--- src/rtl/gun_pkg.sv ---
// Shared types, limits and helpers for the gun cross-hair stepper.
// Optional feature macro: GUN_MOUSE_EN (mouse accumulation in gun_axis).
package gun_pkg;

    typedef enum logic [1:0] {
        IDLE   = 2'd0,
        DELAY  = 2'd1,
        REPEAT = 2'd2
    } gun_axis_state_t;

    localparam int unsigned GUN_POS_W   = 6;
    localparam int unsigned GUN_MIN     = 0;
    localparam int unsigned GUN_MAX     = 63;
    localparam int unsigned GUN_CENTER  = 32;
    localparam int unsigned GUN_CNT_W   = 5;   // holds 0..31 for delay/accel counters
    localparam int unsigned GUN_DELTA_W = 10;  // 9-bit mouse delta, widened so -(-256) fits
    localparam int unsigned GUN_SUM_W   = 12;  // position sum, wide enough never to wrap

    localparam logic signed [GUN_SUM_W-1:0] GUN_SUM_MIN = GUN_SUM_W'(GUN_MIN);
    localparam logic signed [GUN_SUM_W-1:0] GUN_SUM_MAX = GUN_SUM_W'(GUN_MAX);

    // Saturate a signed position sum into the 0..63 cross-hair range.
    function automatic logic [GUN_POS_W-1:0] gun_clamp(input logic signed [GUN_SUM_W-1:0] v);
        if (v < GUN_SUM_MIN) begin
            return GUN_POS_W'(GUN_MIN);
        end else if (v > GUN_SUM_MAX) begin
            return GUN_POS_W'(GUN_MAX);
        end else begin
            return v[GUN_POS_W-1:0];
        end
    endfunction

endpackage

--- src/rtl/gun_axis.sv ---
// One gun axis: press/delay/repeat stepper with acceleration, optional mouse
// accumulator (GUN_MOUSE_EN) and a single clamp on the summed step.
// Ports: clk_sys, reset_n (async, active low), rise (tick edge), neg/pos_in
// (direction buttons), mouse_strobe/delta (GUN_MOUSE_EN only), pos (registered
// 0..63), busy_c (next state is not IDLE; registered by the parent).
module gun_axis
    import gun_pkg::*;
#(
    parameter int unsigned DELAY_TICKS = 8,
    parameter int unsigned ACCEL_TICKS = 16
`ifdef GUN_MOUSE_EN
    ,
    parameter int unsigned MOUSE_SHIFT = 2
`endif
) (
    input  logic                          clk_sys,
    input  logic                          reset_n,
    input  logic                          rise,
    input  logic                          neg,
    input  logic                          pos_in,
`ifdef GUN_MOUSE_EN
    input  logic                          mouse_strobe,
    input  logic signed [GUN_DELTA_W-1:0] delta,
`endif
    output logic [GUN_POS_W-1:0]          pos,
    output logic                          busy_c
);

    localparam logic [GUN_CNT_W-1:0] DLY_LOAD = GUN_CNT_W'(DELAY_TICKS - 1);
    localparam logic [GUN_CNT_W-1:0] ACC_SAT  = GUN_CNT_W'(ACCEL_TICKS);

    gun_axis_state_t        state, state_nxt;
    logic                   dir_neg, dir_neg_nxt;
    logic [GUN_CNT_W-1:0]   dly, dly_nxt;
    logic [GUN_CNT_W-1:0]   acc_cnt, acc_nxt;
    logic [1:0]             joy_mag;
    logic                   d_nz, d_neg, reversal, upd;
    logic signed [GUN_SUM_W-1:0] pos_ext, joy_step, mouse_step, sum;

    // Both or neither button pressed is treated as no direction.
    assign d_nz     = pos_in ^ neg;
    assign d_neg    = neg & ~pos_in;
    assign reversal = (d_neg != dir_neg);

    // State register and counters.
    always_ff @(posedge clk_sys or negedge reset_n) begin
        if (!reset_n) begin
            state   <= IDLE;
            dir_neg <= 1'b0;
            dly     <= '0;
            acc_cnt <= '0;
        end else begin
            state   <= state_nxt;
            dir_neg <= dir_neg_nxt;
            dly     <= dly_nxt;
            acc_cnt <= acc_nxt;
        end
    end

    // Next-state logic; a reversal restarts as a fresh press in the new direction.
    always_comb begin
        state_nxt   = state;
        dir_neg_nxt = dir_neg;
        dly_nxt     = dly;
        acc_nxt     = acc_cnt;
        if (rise) begin
            case (state)
                IDLE: begin
                    if (d_nz) begin
                        state_nxt   = DELAY;
                        dly_nxt     = DLY_LOAD;
                        dir_neg_nxt = d_neg;
                    end
                end
                DELAY, REPEAT: begin
                    if (!d_nz) begin
                        state_nxt = IDLE;
                    end else if (reversal) begin
                        state_nxt   = DELAY;
                        dly_nxt     = DLY_LOAD;
                        dir_neg_nxt = d_neg;
                    end else if (state == DELAY) begin
                        if (dly == '0) begin
                            state_nxt = REPEAT;
                            acc_nxt   = '0;
                        end else begin
                            dly_nxt = dly - GUN_CNT_W'(1);
                        end
                    end else if (acc_cnt < ACC_SAT) begin
                        acc_nxt = acc_cnt + GUN_CNT_W'(1);
                    end
                end
                default: state_nxt = IDLE;
            endcase
        end
    end

    // Output logic: joystick step magnitude for this tick and busy indication.
    always_comb begin
        joy_mag = 2'd0;
        busy_c  = (state_nxt != IDLE);
        if (rise && d_nz) begin
            case (state)
                IDLE:    joy_mag = 2'd1;
                DELAY:   joy_mag = reversal ? 2'd1 : 2'd0;
                REPEAT:  joy_mag = (reversal || (acc_cnt < ACC_SAT)) ? 2'd1 : 2'd2;
                default: joy_mag = 2'd0;
            endcase
        end
    end

    assign joy_step = d_neg ? -GUN_SUM_W'(joy_mag) : GUN_SUM_W'(joy_mag);

`ifdef GUN_MOUSE_EN
    localparam int unsigned MACC_W = 11;

    logic signed [MACC_W-1:0] macc, macc_sum, macc_bias, macc_step, macc_nxt;

    // Divide by 2^MOUSE_SHIFT truncating toward zero; the remainder stays in macc.
    always_comb begin
        macc_sum  = macc + MACC_W'(delta);
        macc_bias = macc_sum[MACC_W-1] ? MACC_W'((1 << MOUSE_SHIFT) - 1) : '0;
        macc_step = (macc_sum + macc_bias) >>> MOUSE_SHIFT;
        macc_nxt  = macc_sum - (macc_step <<< MOUSE_SHIFT);
    end

    always_ff @(posedge clk_sys or negedge reset_n) begin
        if (!reset_n) begin
            macc <= '0;
        end else if (mouse_strobe) begin
            macc <= macc_nxt;
        end
    end

    assign mouse_step = mouse_strobe ? GUN_SUM_W'(macc_step) : '0;
    assign upd        = rise | mouse_strobe;
`else
    assign mouse_step = '0;
    assign upd        = rise;
`endif

    // Joystick and mouse contributions share one clamp.
    assign pos_ext = GUN_SUM_W'(pos);
    assign sum     = pos_ext + joy_step + mouse_step;

    always_ff @(posedge clk_sys or negedge reset_n) begin
        if (!reset_n) begin
            pos <= GUN_POS_W'(GUN_CENTER);
        end else if (upd) begin
            pos <= gun_clamp(sum);
        end
    end

endmodule

--- src/rtl/gun_position.sv ---
// Gun cross-hair position from joystick (and, with GUN_MOUSE_EN, PS/2 mouse
// deltas), paced by the rising edge of the core's 4 ms tick.
// Ports: clk_sys, reset_n (async, active low), tick, joy_left/right/up/down,
// mouse_strobe/mouse_dx/mouse_dy (GUN_MOUSE_EN only), gun_h/gun_v (registered
// 0..63), moving (registered, either axis active).
module gun_position
    import gun_pkg::*;
#(
    parameter int unsigned DELAY_TICKS = 8,
    parameter int unsigned ACCEL_TICKS = 16,
    parameter int unsigned MOUSE_SHIFT = 2
) (
    input  logic                 clk_sys,
    input  logic                 reset_n,
    input  logic                 tick,
    input  logic                 joy_left,
    input  logic                 joy_right,
    input  logic                 joy_up,
    input  logic                 joy_down,
`ifdef GUN_MOUSE_EN
    input  logic                 mouse_strobe,
    input  logic signed [8:0]    mouse_dx,
    input  logic signed [8:0]    mouse_dy,
`endif
    output logic [GUN_POS_W-1:0] gun_h,
    output logic [GUN_POS_W-1:0] gun_v,
    output logic                 moving
);

    // Elaboration-time parameter range checks.
    if (DELAY_TICKS < 1 || DELAY_TICKS > 31) begin : g_bad_delay
        $error("gun_position: DELAY_TICKS out of range 1..31");
    end
    if (ACCEL_TICKS < 1 || ACCEL_TICKS > 31) begin : g_bad_accel
        $error("gun_position: ACCEL_TICKS out of range 1..31");
    end
    if (MOUSE_SHIFT > 4) begin : g_bad_shift
        $error("gun_position: MOUSE_SHIFT out of range 0..4");
    end

    logic tick_r, rise;
    logic busy_h_c, busy_v_c;

    // Tick rising-edge detector.
    always_ff @(posedge clk_sys or negedge reset_n) begin
        if (!reset_n) begin
            tick_r <= 1'b0;
        end else begin
            tick_r <= tick;
        end
    end

    assign rise = tick & ~tick_r;

`ifdef GUN_MOUSE_EN
    // Screen v grows downward while mouse +dy means up, hence the negation.
    logic signed [GUN_DELTA_W-1:0] delta_h, delta_v;
    assign delta_h = GUN_DELTA_W'(mouse_dx);
    assign delta_v = -GUN_DELTA_W'(mouse_dy);
`endif

    gun_axis #(
        .DELAY_TICKS (DELAY_TICKS),
        .ACCEL_TICKS (ACCEL_TICKS)
`ifdef GUN_MOUSE_EN
        ,
        .MOUSE_SHIFT (MOUSE_SHIFT)
`endif
    ) u_axis_h (
        .clk_sys      (clk_sys),
        .reset_n      (reset_n),
        .rise         (rise),
        .neg          (joy_left),
        .pos_in       (joy_right),
`ifdef GUN_MOUSE_EN
        .mouse_strobe (mouse_strobe),
        .delta        (delta_h),
`endif
        .pos          (gun_h),
        .busy_c       (busy_h_c)
    );

    gun_axis #(
        .DELAY_TICKS (DELAY_TICKS),
        .ACCEL_TICKS (ACCEL_TICKS)
`ifdef GUN_MOUSE_EN
        ,
        .MOUSE_SHIFT (MOUSE_SHIFT)
`endif
    ) u_axis_v (
        .clk_sys      (clk_sys),
        .reset_n      (reset_n),
        .rise         (rise),
        .neg          (joy_up),
        .pos_in       (joy_down),
`ifdef GUN_MOUSE_EN
        .mouse_strobe (mouse_strobe),
        .delta        (delta_v),
`endif
        .pos          (gun_v),
        .busy_c       (busy_v_c)
    );

    // Registered in step with the axis state registers.
    always_ff @(posedge clk_sys or negedge reset_n) begin
        if (!reset_n) begin
            moving <= 1'b0;
        end else begin
            moving <= busy_h_c | busy_v_c;
        end
    end

endmodule

--- config.mk ---
export PLATFORM = sky130hd
export DESIGN_NAME = gun_position
export DESIGN_NICKNAME = d
export VERILOG_FILES = /design/src/rtl/gun_pkg.sv /design/src/rtl/gun_axis.sv /design/src/rtl/gun_position.sv
export SDC_FILE = /design/constraint.sdc
export NUM_CORES = 1
export LEC_CHECK = 0
export ABC_AREA = 0
export CORE_MARGIN = 2
export CORE_UTILIZATION = 40
export CTS_CLUSTER_SIZE = 25
export DETAILED_ROUTE_END_ITERATION = 10
export GPL_TIMING_DRIVEN = 0
export PLACE_DENSITY_LB_ADDON = 0.12
export SYNTH_ARGS = -nofsm -noshare
export SYNTH_HDL_FRONTEND = slang
export SYNTH_SLANG_ARGS = --single-unit
--- constraint.sdc ---
create_clock -name clk_sys -period 3.6 [get_ports clk_sys]
set_clock_uncertainty 0.2 [all_clocks]
set_input_delay 0.9 -clock clk_sys [delete_from_list [all_inputs] [get_ports clk_sys]]
set_output_delay 0.9 -clock clk_sys [all_outputs]
set_load 0.02 [all_outputs]
==> results of run 1 <==
placed cells by master (no fill, tap or decap), drive strengths merged, types with 6 or more instances in the layout:
cell type,synthesis,layout
ha,36,36
nand2,27,27
dfrtp,38,38
a211oi,8,8
buf,3,28
nand3,9,9
clkbuf,5,11
nor3,9,9
a31oi,6,6
a21oi,26,26
a21o,7,7
clkdlybuf4s50,0,13
nor3b,7,7
xor2,8,8
nand2b,11,11
o211ai,8,8
o21ai,27,27
nor2,26,26
inv,18,18
worst min path at each step:
| stage | endpoint | slack, ns | startpoint | cells after the start |
|---|---|---|---|---|
| floorplan | u_axis_h.acc_cnt[3] | 0.28 | u_axis_h.acc_cnt[3] | 2 |
| global placement | u_axis_h.acc_cnt[3] | 0.32 | u_axis_h.acc_cnt[3] | 2 |
| detailed placement | u_axis_h.acc_cnt[3] | 0.33 | u_axis_h.acc_cnt[3] | 2 |
| CTS | u_axis_v.dir_neg | 0.30 | reset_n | 1 |
| global route | u_axis_v.dly[4] | 0.30 | reset_n | 1 |
| finish | u_axis_v.dir_neg | 0.29 | reset_n | 1 |
critical path, stage by stage:
cell	delay [ns]
buf_8	0.11
inv_12	0.04
ha_4	0.18
xor2_4	0.17
a21oi_2	0.07
a21oi_1	0.11
nor2_1	0.07
or4_1	0.42
ha_1	0.32
nand2_2	0.08
o31ai_4	0.08
fa_2	0.38
a211oi_4	0.28
nor2_2	0.09
o311ai_4	0.29
a21oi_4	0.13
a221o_1	0.28
layer usage:
layer | part of all wire (%) | vias up | global-route usage, %
li1 | - | 1381 | -
met1 | 47 | 1346 | 24.35
met2 | 50 | 27 | 31.31
met3 | 2.4 | 7 | 3.173
met4 | 1.1 | 0 | 4.353
met5 | 0 | - | 0
registers in the layout (all words and copies together), names as in the netlist, 2 cells and up:
register,count
u_axis_h.pos,6
u_axis_v.pos,6
u_axis_h.acc_cnt,5
u_axis_h.dly,5
u_axis_v.acc_cnt,5
u_axis_v.dly,5
u_axis_h.state,2
u_axis_v.state,2
layout make-up:
class | count | area, um^2
plain buffers | 8 | 37.54
clock buffers | 6 | 72.57
clock inverters | 2 | 35.03
fillers | 704 | 3545
inverters | 18 | 100.1
multi-input cells | 280 | 2370
flip-flops and latches | 40 | 1003
well taps | 102 | 127.6
repair buffers | 39 | 356.6
stage by stage:
| step | instances | util (%) |
|---|---|---|
| after floorplan | 346 | - |
| after CTS | 489 | 51.62 |
| after detailed placement | 468 | 47.37 |
| after global routing | 495 | 53.65 |
| final | 495 | 53.65 |
| after global placement | 467 | 47.17 |
repair_timing:
action / CTS / global route
setup endpoints to repair: 12 / 12
setup buffers: 13 / 6
resized for setup: 44 / 27
hold endpoints to repair: 0 / 0
pin swaps: 27 / 20
report_power, final:
part	switching (uW)	total, uW	internal, uW
combinational	541	1020	481
sequential	145	714	570
clock	177	383	206
cells by family after synthesis:
logic type / after synthesis
and+or+nand+nor: 118
AOI/OAI and AO/OA: 111
DFF: 40
adders and majority gates: 38
buffers and inverters: 26
xor gates and xnor gates: 11
muxes: 2
==> metrics.csv, run 1 <==
stage;metric;value;unit
status;status;finished, violations left;
status;violated checks;setup timing;
critical_path;worst-path maximum fanout;5;
grt;vias in the first global route;2726;
clocking;CTS H-tree lvls;2;
clocking;CTS tree;built;
timing;Hold Vio Cnt, Final;0;
critical_path;crit path launch;joy_down;
timing;WHS;0.2903;ns
synth;fraction of the mapped netlist area in adder cells;15.73;%
synth;syn nets;391;
timing;final worst setup slack;-0.4181;ns
synth;simple-gate portion of the synthesized area;21.03;%
place;DP Worst Slack;-1.379;ns
synth;Synth area leaders;dfrtp_1 (30%), ha_1 (14%), a21oi_1 (4.2%);
synth;Post-synth top cells;dfrtp_1 (38), ha_1 (36), nand2_1 (27), a21oi_1 (26), nor2_1 (26);
critical_path;Startpoint Class;input port;
pwr;leakage;0.001718;uW
floorplan;die width;92.29;um
timing;unrepaired setup endpoints after global routing;yes;
final_layout;final net count;437;
timing;period utilisation layout;111.6;%
synth;Mapped Cells;346;
floorplan;# rows;32;
timing;Final Critical Period;4.018;ns
floorplan;die area;8517;um^2
clocking;clock sink count;40;
grt;total track usage;18.34;%
synth;Synth Warn #;0;
synth;ys flop type;dfrtp_1;
place;GPL Wtd Cong;0.8227;
synth;Mapped Area;3118;um^2
timing;Setup violations, final;12;
synth;number of synthesized flops with an enable pin;0;
grt;initial antenna violation count;0;
critical_path;WP data arrival;4.01;ns
timing;Final Slew Violations;0;
route;via count;2761;
synth;Synth Area in XOR/XNOR;3.571;%
pwr;Design Power;2120;uW
floorplan;Core ar.;7647;um^2
clocking;clk_lat worst skew;0.30;ns
clocking;Clk pin slew, worst setup/hold paths;0.09;ns
clocking;hold_buf cts;0;
place;DP Area;3622;um^2
run;max-cap violations;0;
floorplan;die height;92.29;um
grt;largest net degree at the start of global routing;30;
critical_path;CP endpoint kind;register;
timing;Fmax;248.9;MHz
final_layout;area delta synth->final;31.58;%
synth;Synth area leader;dfrtp_1;
clocking;total CTS buffers;5;
synth;mux cell area share after synthesis;0.7223;%
clocking;clock root cell;clkbuf_8;
timing;Slew HR;63.12;%
timing;Slew @ Worst Pin;0.5520;ns
synth;top-count cell post-synth;dfrtp_1;
place;IO buf count;19;
pwr;power density over the cells;516.6;nW/um^2
timing;setup TNS;-3.364;ns
synth;Unique masters post-synth;57;
floorplan;Starting Density;40.77;%
pwr;IR drop worst, VDD;0.2875;mV
min_path;Tightest Hold Check Type;in2async;
route;DR WL/cell;14.92;um
final_layout;finished layout cell area;4103;um^2
synth;post-synthesis sequential area ratio;32.18;%
final_layout;layout cells sized above 1;24.68;%
route;vias per cell;5.578;
synth;fraction of synthesis flops using an asynchronous set or reset pin;100.0;%
critical_path;Worst Setup EP;u_axis_v.pos[1];
floorplan;io pins;20;
place;post-DP HPWL;5.150;mm
synth;Yosys reg bits;40;
critical_path;R2R cell count;16;
critical_path;FF-to-FF Start;u_axis_v.state[1];
grt;first-pass GRT wire length;12.80;mm
route;Starting DRT DRC Count;85;
grt;grt total ovfl;0;
route;Routed Antenna Nets;0;
synth;synthesized area per cell;9.012;um^2
synth;area share of the largest cell type after synthesis;30.50;%
final_layout;antenna fix cells;0;
critical_path;Crit path required time;3.59;ns
synth;Compound-Gate Fraction of Synth Area;23.56;%
route;Routed WL;7.385;mm
synth;largest family of logic cells by synthesized area;compound AO/OA/AOI/OAI gates;
clocking;clk buf depth;2;
critical_path;WS Path Type;in2reg;
critical_path;worst reg2reg path endpoint;u_axis_v.pos[1];
route;Residual DRC;0;
route;drt first pass iters;4;
critical_path;Reg2Reg Setup Slack;-0.21;ns
Note: power is estimated with default switching activity, not from simulation.
==> inputs of run 2 (changes only) <==
==> constraint.sdc (replaced) <==
create_clock -name clk_sys -period 5.05 [get_ports clk_sys]
set_clock_uncertainty 0.2 [all_clocks]
set_input_delay 1.2625 -clock clk_sys [delete_from_list [all_inputs] [get_ports clk_sys]]
set_output_delay 1.2625 -clock clk_sys [all_outputs]
set_load 0.02 [all_outputs]
==> run 2 against run 1 <==
  * The flow now finishes without violations
  * Worst hold slack better by 0.057 ns
  * Die area did not move
  * Sequential power fell by 30%
  * Global-route usage is 1.0 points lower
  * Critical endpoint is now u_axis_v.pos[4]
==> metrics.csv, run 2 (synthesized netlist as in run 1, its figures left out) <==
stage;metric;value;unit;change
route;DR WL/cell;14.31;um;was 14.92 um
floorplan;die width;92.29;um;unchanged
min_path;Worst Hold Endpoint;u_axis_h.acc_cnt[3];;
timing;Slew @ Worst Pin;0.5878;ns;was 0.5520 ns
critical_path;worst reg2reg path endpoint;u_axis_v.pos[4];;was u_axis_v.pos[1]
route;Routed Antenna Nets;0;;unchanged
final_layout;largest registers;u_axis_h.pos: 6 flops, u_axis_v.pos: 6 flops;;unchanged
route;drt first pass iters;4;;unchanged
timing;Final Critical Period;4.856;ns;
final_layout;area delta synth->final;21.91;%;was 31.58%
place;post-DP HPWL;5.044;mm;was 5.150 mm
route;Starting DRT DRC Count;92;;was 85
timing;Final Slew Violations;0;;unchanged
pwr;Design Power;1422;uW;was 2120 uW
timing;Fmax;205.9;MHz;
final_layout;FF/Latch Area;1003;um^2;unchanged
clocking;total CTS buffers;5;;unchanged
grt;grt total ovfl;0;;unchanged
place;GPL Wtd Cong;0.8354;;was 0.8227
grt;first-pass GRT wire length;12.08;mm;was 12.80 mm
timing;Hold Vio Cnt, Final;0;;unchanged
timing;Slew HR;60.73;%;was 63.12%
final_layout;Fillers;714;;was 704
pwr;IR drop worst, VDD;0.1735;mV;was 0.2875 mV
timing;final worst setup slack;0.1938;ns;was -0.4181 ns
place;DP Area;3451;um^2;was 3622 um^2
final_layout;commonest non-fill, non-tap cells in the layout;dfrtp_1 (38), ha_1 (34), nand2_1 (27), a21oi_1 (25), nor2_1 (25);;was dfrtp_1 (38), ha_1 (29), nor2_1 (24), nand2_1 (24), a21oi_1 (21)
critical_path;Reg2Reg Setup Slack;1.13;ns;was -0.21 ns
clocking;CTS tree;built;;unchanged
min_path;Tightest Hold Check Type;reg2reg;;was in2async
grt;largest net degree at the start of global routing;25;;was 30
clocking;clk buf depth;2;;unchanged
timing;Setup violations, final;0;;was 12
place;IO buf count;19;;unchanged
final_layout;most common cell after layout, fill and taps aside;dfrtp_1;;unchanged
critical_path;Startpoint Class;input port;;unchanged
floorplan;io pins;20;;unchanged
critical_path;FF-to-FF Start;u_axis_v.state[1];;unchanged
pwr;power density over the cells;374.1;nW/um^2;was 516.6 nW/um^2
route;Residual DRC;0;;unchanged
clocking;clock root cell;clkbuf_8;;unchanged
final_layout;antenna fix cells;0;;unchanged
grt;vias in the first global route;2556;;was 2726
final_layout;final net count;426;;was 437
timing;unrepaired setup endpoints after global routing;no;;was yes
critical_path;worst-path maximum fanout;7;;was 5
clocking;Clk pin slew, worst setup/hold paths;0.09;ns;about the same
final_layout;finished layout cell area;3801;um^2;was 4103 um^2
floorplan;# rows;32;;unchanged
critical_path;CP endpoint kind;register;;unchanged
critical_path;Crit path required time;5.04;ns;was 3.59 ns
route;Routed WL;6.925;mm;was 7.385 mm
timing;period utilisation layout;96.16;%;
critical_path;WS Path Type;in2reg;;unchanged
critical_path;WP data arrival;4.85;ns;was 4.01 ns
clocking;clock sink count;40;;unchanged
final_layout;Multi-input gate area;2187;um^2;was 2370 um^2
min_path;min-delay src;u_axis_h.acc_cnt[3];;
critical_path;critical path's slowest cell;clkdlybuf4s50_1;;was or4_1
critical_path;CP peak stage delay;0.50;ns;was 0.42 ns
clocking;CTS H-tree lvls;2;;unchanged
floorplan;Starting Density;40.77;%;unchanged
pwr;leakage;0.001605;uW;was 0.001718 uW
floorplan;die height;92.29;um;unchanged
clocking;clk_lat worst skew;0.31;ns;was 0.30 ns
floorplan;die area;8517;um^2;unchanged
critical_path;WP buf/inv;2;;unchanged
route;via count;2684;;was 2761
final_layout;fin util;49.71;%;was 53.65%
critical_path;delay-heaviest family, CP;compound AO/OA/AOI/OAI gates;;unchanged
place;DP Worst Slack;-0.6639;ns;was -1.379 ns
run;max-cap violations;0;;unchanged
critical_path;R2R cell count;16;;unchanged
grt;total track usage;17.30;%;was 18.34%
critical_path;worst-path cell chain;clkdlybuf4s50_1, ha_4, xor2_4, a21oi_1, a21oi_1, nor2_1, or4_1, ha_1, nand2b_2, inv_2, ha_1, and3b_1, a211oi_1, a211o_1, a21oi_4, a221o_1;;was buf_8, inv_12, ha_4, xor2_4, a21oi_2, a21oi_1, nor2_1, or4_1, ha_1, nand2_2, o31ai_4, fa_2, a211oi_4, nor2_2, o311ai_4, a21oi_4, a221o_1
status;status;finished clean;;was finished, violations left
route;vias per cell;5.545;;was 5.578
floorplan;Core ar.;7647;um^2;unchanged
grt;initial antenna violation count;0;;unchanged
final_layout;layout cells sized above 1;14.66;%;was 24.68%
min_path;hold depth;2;;
==> run 2: cell count changes in the layout (fill, tap and decap cells not counted), sizes merged <==
cell	previous run	this run
buf	28	13
clkdlybuf4s50	13	18
clkbuf	11	10
clkinv	1	2
dlygate4sd2	1	0
==> run 2: worst max path at each step <==
stage	startpoint	to	slack, ns	cells past startpoint
2_1_floorplan	joy_down	u_axis_v.pos[0]	0.32	16
3_3_place_gp	joy_down	u_axis_v.pos[3]	-0.66	17
3_5_place_dp	joy_down	u_axis_v.pos[3]	-0.66	17
4_1_cts	joy_up	u_axis_v.pos[3]	0.02	16
5_1_grt	joy_down	u_axis_v.pos[3]	0.003	17
6_report	joy_up	u_axis_v.pos[4]	0.19	16
==> run 2: per-layer routing <==
metal  vias to the layer above  wire, um  GRT usage (%)
met5                         -         0              0
met4                         0        79          4.851
met3                         5       143          2.604
met2                        24      3152          27.94
met1                      1292      3550          24.24
li1                       1363         -              -
==> run 2: timing repair <==
action                                  CTS  global route
gates resized for setup                   9            25
pin swaps                                 1             9
hold buffers                              0             0
endpoints found under the setup margin   11            12
setup buffers                             0             8
==> run 2: cell type report <==
type	count	share of cell area, %
flip-flops and latches	40	26.40
repair buffers	28	6.978
well taps	102	3.357
clock buffers	5	1.810
clock inverters	3	1.251
multi-input cells	280	57.54
inverters	18	1.777
plain buffers	8	0.8887
==> run 2: stage by stage <==
step / hold slack, ns / cells / TNS, ns
detailed placement: 0.3286 / 468 / -6.643
CTS: 0.3513 / 476 / 0
finish: 0.3470 / 484 / 0
global placement: 0.3072 / 467 / -6.688
floorplan: 0.2847 / 346 / 0
global route: 0.3728 / 484 / 0
==> run 2: worst reg2reg max path, delay by kind of cell, from the launching register on <==
| kind | cells | cell delay, ns |
|---|---|---|
| buffers and inverters | 3 | 0.46 |
| DFF | 1 | 0.46 |
| adders and majority gates | 3 | 0.66 |
| and+or+nand+nor | 4 | 0.93 |
| AOI/OAI and AO/OA | 6 | 1.08 |
==> run 2: power by group <==
group          total [uW]  switching (uW)  internal [uW]
sequential            501            94.5            406
combinational         638             355            284
clock                 283             134            149
